### src/rtl/mips_pkg.sv
`default_nettype none
// ============================================================================
// mips_pkg : shared data-memory arbiter types and constants.
// Revision : 1.0
// ============================================================================
package mips_pkg;

  localparam int DMEM_ADDR_W = 7;
  localparam int DMEM_DATA_W = 32;

  typedef enum logic [1:0] {
    IDLE   = 2'd0,
    ACCESS = 2'd1,
    RWAIT  = 2'd2,
    DONE   = 2'd3
  } dmem_state_t;

  typedef enum logic {
    CORE = 1'b0,
    DBG  = 1'b1
  } grant_t;

endpackage
`default_nettype wire

### src/rtl/dmem_arbiter.sv
`default_nettype none
// ============================================================================
// dmem_arbiter : two-port (core / debug) arbiter onto one single-port SRAM.
//   Define DMEM_ARB_RR_EN for round-robin contention, else core always wins.
// Revision : 1.0
// ============================================================================
module dmem_arbiter
  import mips_pkg::*;
#(
  parameter int ADDR_W = DMEM_ADDR_W,
  parameter int DATA_W = DMEM_DATA_W,
  parameter int RD_LAT = 1
) (
  input  logic              clk,
  input  logic              rst,
  input  logic              c_req,
  input  logic              c_we,
  input  logic [ADDR_W-1:0] c_addr,
  input  logic [DATA_W-1:0] c_wdata,
  output logic [DATA_W-1:0] c_rdata,
  output logic              c_ready,
  input  logic              d_req,
  input  logic              d_we,
  input  logic [ADDR_W-1:0] d_addr,
  input  logic [DATA_W-1:0] d_wdata,
  output logic [DATA_W-1:0] d_rdata,
  output logic              d_ready,
  output logic              CEN,
  output logic              WEN,
  output logic              OEN,
  output logic [ADDR_W-1:0] A,
  output logic [DATA_W-1:0] Data2Mem,
  input  logic [DATA_W-1:0] RDM
);

  localparam logic [1:0] LAT_LAST = 2'(RD_LAT - 1);

  dmem_state_t       state_q;
  grant_t            gnt_q;
  logic              we_q;
  logic [1:0]        cnt_q;
  logic              cen_q, wen_q, oen_q;
  logic [ADDR_W-1:0] a_q;
  logic [DATA_W-1:0] wdata_q;
  logic [DATA_W-1:0] c_rdata_q, d_rdata_q;
  logic              c_ready_q, d_ready_q;
`ifdef DMEM_ARB_RR_EN
  grant_t            prio_q;
`endif

  grant_t            gnt_d;
  logic              req_we_d;
  logic [ADDR_W-1:0] req_addr_d;
  logic [DATA_W-1:0] req_wdata_d;

  // On a tie the port named by prio wins; a lone requester always wins.
  function automatic grant_t arbitrate(input logic creq, input logic dreq,
                                       input grant_t prio);
    if (creq && dreq) return prio;
    if (dreq)         return DBG;
    return CORE;
  endfunction

`ifdef DMEM_ARB_RR_EN
  assign gnt_d = arbitrate(c_req, d_req, prio_q);
`else
  assign gnt_d = arbitrate(c_req, d_req, CORE);
`endif

  assign req_we_d    = (gnt_d == DBG) ? d_we    : c_we;
  assign req_addr_d  = (gnt_d == DBG) ? d_addr  : c_addr;
  assign req_wdata_d = (gnt_d == DBG) ? d_wdata : c_wdata;

  always_ff @(posedge clk) begin
    if (rst) begin
      state_q   <= IDLE;
      gnt_q     <= CORE;
      we_q      <= 1'b0;
      cnt_q     <= 2'd0;
      cen_q     <= 1'b1;
      wen_q     <= 1'b1;
      oen_q     <= 1'b1;
      a_q       <= '0;
      wdata_q   <= '0;
      c_rdata_q <= '0;
      d_rdata_q <= '0;
      c_ready_q <= 1'b0;
      d_ready_q <= 1'b0;
`ifdef DMEM_ARB_RR_EN
      prio_q    <= CORE;
`endif
    end else begin
      c_ready_q <= 1'b0;
      d_ready_q <= 1'b0;
      case (state_q)
        IDLE: begin
          if (c_req || d_req) begin
            state_q <= ACCESS;
            gnt_q   <= gnt_d;
            we_q    <= req_we_d;
            a_q     <= req_addr_d;
            wdata_q <= req_wdata_d;
            cen_q   <= 1'b0;
            wen_q   <= ~req_we_d;
            oen_q   <= req_we_d;
`ifdef DMEM_ARB_RR_EN
            prio_q  <= (gnt_d == CORE) ? DBG : CORE;
`endif
          end
        end
        ACCESS: begin
          if (we_q) begin
            state_q <= DONE;
            cen_q   <= 1'b1;
            wen_q   <= 1'b1;
            oen_q   <= 1'b1;
            if (gnt_q == DBG) d_ready_q <= 1'b1;
            else              c_ready_q <= 1'b1;
          end else begin
            // Strobe stays low for RD_LAT cycles in total, ACCESS included.
            state_q <= RWAIT;
            cnt_q   <= 2'd0;
            wen_q   <= 1'b1;
            cen_q   <= (LAT_LAST == 2'd0);
            oen_q   <= (LAT_LAST == 2'd0);
          end
        end
        RWAIT: begin
          if (cnt_q == LAT_LAST) begin
            state_q <= DONE;
            cen_q   <= 1'b1;
            wen_q   <= 1'b1;
            oen_q   <= 1'b1;
            if (gnt_q == DBG) begin
              d_rdata_q <= RDM;
              d_ready_q <= 1'b1;
            end else begin
              c_rdata_q <= RDM;
              c_ready_q <= 1'b1;
            end
          end else begin
            cnt_q <= cnt_q + 2'd1;
            cen_q <= (cnt_q + 2'd1 >= LAT_LAST);
            oen_q <= (cnt_q + 2'd1 >= LAT_LAST);
          end
        end
        DONE: begin
          state_q <= IDLE;
          cen_q   <= 1'b1;
          wen_q   <= 1'b1;
          oen_q   <= 1'b1;
        end
        default: state_q <= IDLE;
      endcase
    end
  end

  assign CEN      = cen_q;
  assign WEN      = wen_q;
  assign OEN      = oen_q;
  assign A        = a_q;
  assign Data2Mem = wdata_q;
  assign c_rdata  = c_rdata_q;
  assign d_rdata  = d_rdata_q;
  assign c_ready  = c_ready_q;
  assign d_ready  = d_ready_q;

endmodule
`default_nettype wire

### config.mk
export PLATFORM = sky130hd
export DESIGN_NAME = dmem_arbiter
export DESIGN_NICKNAME = d
export VERILOG_FILES = /design/src/rtl/mips_pkg.sv /design/src/rtl/dmem_arbiter.sv
export SDC_FILE = /design/constraint.sdc
export NUM_CORES = 1
export LEC_CHECK = 0
export CAP_MARGIN = 10
export CORE_MARGIN = 8
export CORE_UTILIZATION = 43
export DETAILED_ROUTE_END_ITERATION = 10
export PLACE_DENSITY = 0.86
export RECOVER_POWER = 25
export SLEW_MARGIN = 30
export SYNTH_ARGS = -nofsm -noshare
export SYNTH_HDL_FRONTEND = slang
export SYNTH_SLANG_ARGS = --single-unit
### constraint.sdc
create_clock -name clk -period 2.8 [get_ports clk]
set_input_delay 0.7 -clock clk [delete_from_list [all_inputs] [get_ports clk]]
set_output_delay 0.7 -clock clk [all_outputs]
set_load 0.02 [all_outputs]
==> summary.txt <==
Run status
  – Status: completed

Worst setup path
  – Critical path capture point type: output pin
  – Reg-to-reg slack, setup: 0.93 ns
  – WP buf/inv: 1
  – Delay-heaviest family, CP: buffers and inverters
  – CP max stage delay: approximately 0.7 ns
  – Worst Path Arrival: 1.50 ns
  – Crit-path cells: clkdlybuf4s50_1
  – Crit path launch type: register
  – CP max FO: 2
  – Req. time, crit path: 2.10 ns
  – Slowest cell on the critical path: clkdlybuf4s50_1
  – Worst setup path category: reg2out

Timing
  – Fin crit share: between 70% and 80%
  – RSZ-0062 raised after global routing: no
  – Final Hold Viols: 0
  – Setup TNS: 0 ns
  – Worst slew margin: a little over two fifths
  – Max Slew Vio Count: 0
  – Worst clock skew: between 0.01 and 0.015 ns
  – Setup Viol. Count Final: 0
  – Worst-margin pin slew: about 0.86 ns
  – Fmax: around 0.46 GHz
  – Min Tclk post-route: about 2.2 ns
  – Final WS setup: about 0.6 ns

Clock tree
  – Clk buf depth: 2
  – Hold_buf cts: 0
  – CTS clk-pin slew, worst paths: ~0.06 ns
  – PostCTS Resize Cnt: 0
  – Clock latency on the worst-skew pair: around 0.50 ns
  – Sink Count: 114
  – CTS tree: built
  – CTS Root Cell: clkbuf_8
  – Setup bufs post-CTS: 0
  – H-tree depth: 4
  – CTS Buf Count: 17

GRT
  – Largest net degree at the start of global routing: between 60 and 70
  – GR Overflow Total: 0
  – Vias in the first global route: roughly 4600
  – First-pass GRT wire length: between 20 and 25 mm
  – Total track usage: a little over a fifth
  – Initial antenna violation count: 0

Yosys
  – Flops & latches, synth: between 100 and 150
  – Asr flop ratio synth: 0%
  – Synth Instances: just over 500
  – Main synth FF type: dfxtp_1
  – Synth Warn #: 0
  – Syn Std Cell Area: between 4000 and 5000 µm²
  – Syn Area/Cell: between 8 and 9 µm²
  – Post-synth cell types: 32
  – Seq/Total Area, Yosys: 51.9%
  – Post-synth EDFFs: 0
  – Post-synth net total: 634

Final layout
  – Nets@finish: 847
  – Post-route insts no fill: 873
  – Commonest non-fill, non-tap cells in the layout: clkdlybuf4s50_1, nand2_1, dfxtp_1
  – Share of layout cells above drive strength 1: under 10%
  – Commonest non-fill, non-tap cell in the layout: clkdlybuf4s50_1
  – Fillcell total: about 750
  – P&R area growth vs syn: 65.2%
  – Ant diodes: 0

Die
  – Die ar.: around 14000 µm²
  – Core ar.: around 10000 µm²
  – Core Rows: 37
  – DIE HEIGHT: about 120 µm
  – Initial Utilization: 43.4%
  – Die Wd: ~120 µm
  – IO Pins: 224

Power and ir drop
  – Peak VDD IR: roughly 0.57 mV
  – PwrDens: roughly 880 nW/µm²
  – Pleak: approximately 0.0028 µW

Routing
  – Routed vias: about 4400
  – Detailed-route wire length: approximately 15 mm
  – DR vias/cell: ~5
  – Post-route DRC: 0
  – Post-route ant nets: 0
  – Initial DRT Pass Iterations: 4
  – DRT iter0 DRCs: 320
  – Detail-routed net length per standard cell: 17.1 µm

Placement
  – Placed cell count: between 800 and 900
  – Post-placement setup slack: between 0.4 and 0.5 ns
  – Buffers added on ports: 223
  – DP HPWL: between 10 and 15 mm
  – Final RePlAce weighted congestion: between 0.8 and 0.9

Flow run
  – Max-Cap Viols: 0

Hold path
  – Worst hold path type: reg2reg
==> stage by stage <==
step	instance area, µm²	util, %	hold slack, ns	total power, µW
2_1_floorplan	4400	-	0.462	3310
3_3_place_gp	6700	66.1	0.441	4280
3_5_place_dp	6700	66.1	0.448	4340
4_1_cts	7280	71.8	0.456	6430
5_1_grt	7270	71.7	0.468	6710
6_report	7270	71.7	0.454	6380
==> Yosys cell counts (3+ instances only) <==
master	n	area share (%)
nand2_1	132	11
dfxtp_1	114	52
a21oi_1	107	12
mux2i_1	43	9.8
o21ai_0	41	4.7
clkbuf_1	25	2.1
buf_2	9	1.0
ha_1	6	1.7
inv_1	5	0.43
buf_4	4	0.68
nand3_1	3	0.34
nor2_1	3	0.26
==> routing by layer <==
metal	up-vias	global-route usage, %	wire length, µm
met5	-	0	0
met4	0	6.06	121
met3	13	12.2	2170
met2	217	36.3	7080
met1	2025	21.6	5560
li1	2168	-	-
==> final timing paths <==
| path | start | end | cells after the start |
|---|---|---|---|
| worst min-delay path | c_rdata[20] | c_rdata[20] | 2 |
| worst max-delay path | CEN | CEN | 1 |
| worst max register to register | state_q[0] | c_rdata[9] | 6 |
| worst min register to register | c_rdata[20] | c_rdata[20] | 2 |
==> logic make-up after synthesis <==
logic type | synth area share (%)
compound gates | 18.2
simple gates | 13.5
buf+inv | 4.61
flops | 51.9
fa+ha+maj | 1.71
mux | 10.0
==> flip-flops by register name, indices dropped and copies added (netlist names), 2 cells and up <==
name / cells
cnt_q: 2
c_rdata: 32
state_q: 2
Data2Mem: 32
A: 7
d_rdata: 32
==> final cells by class <==
cell class,count,area (µm²),area share (%)
Clock inverter,9,105,1.45
Tap cell,136,170,2.34
Multi-Input combinational cell,353,1920,26.4
Sequential cell,114,2280,31.4
Inverter,5,18.8,0.258
Timing Repair Buffer,234,2300,31.6
Clock buffer,22,473,6.51
==> where the power goes <==
group | total [µW] | internal [µW] | switching, µW
Combinational | 2160 | 956 | 1200
Sequential | 2160 | 1970 | 188
Clock | 2060 | 1350 | 715
No activity file was read; power rests on OpenSTA's default activity.
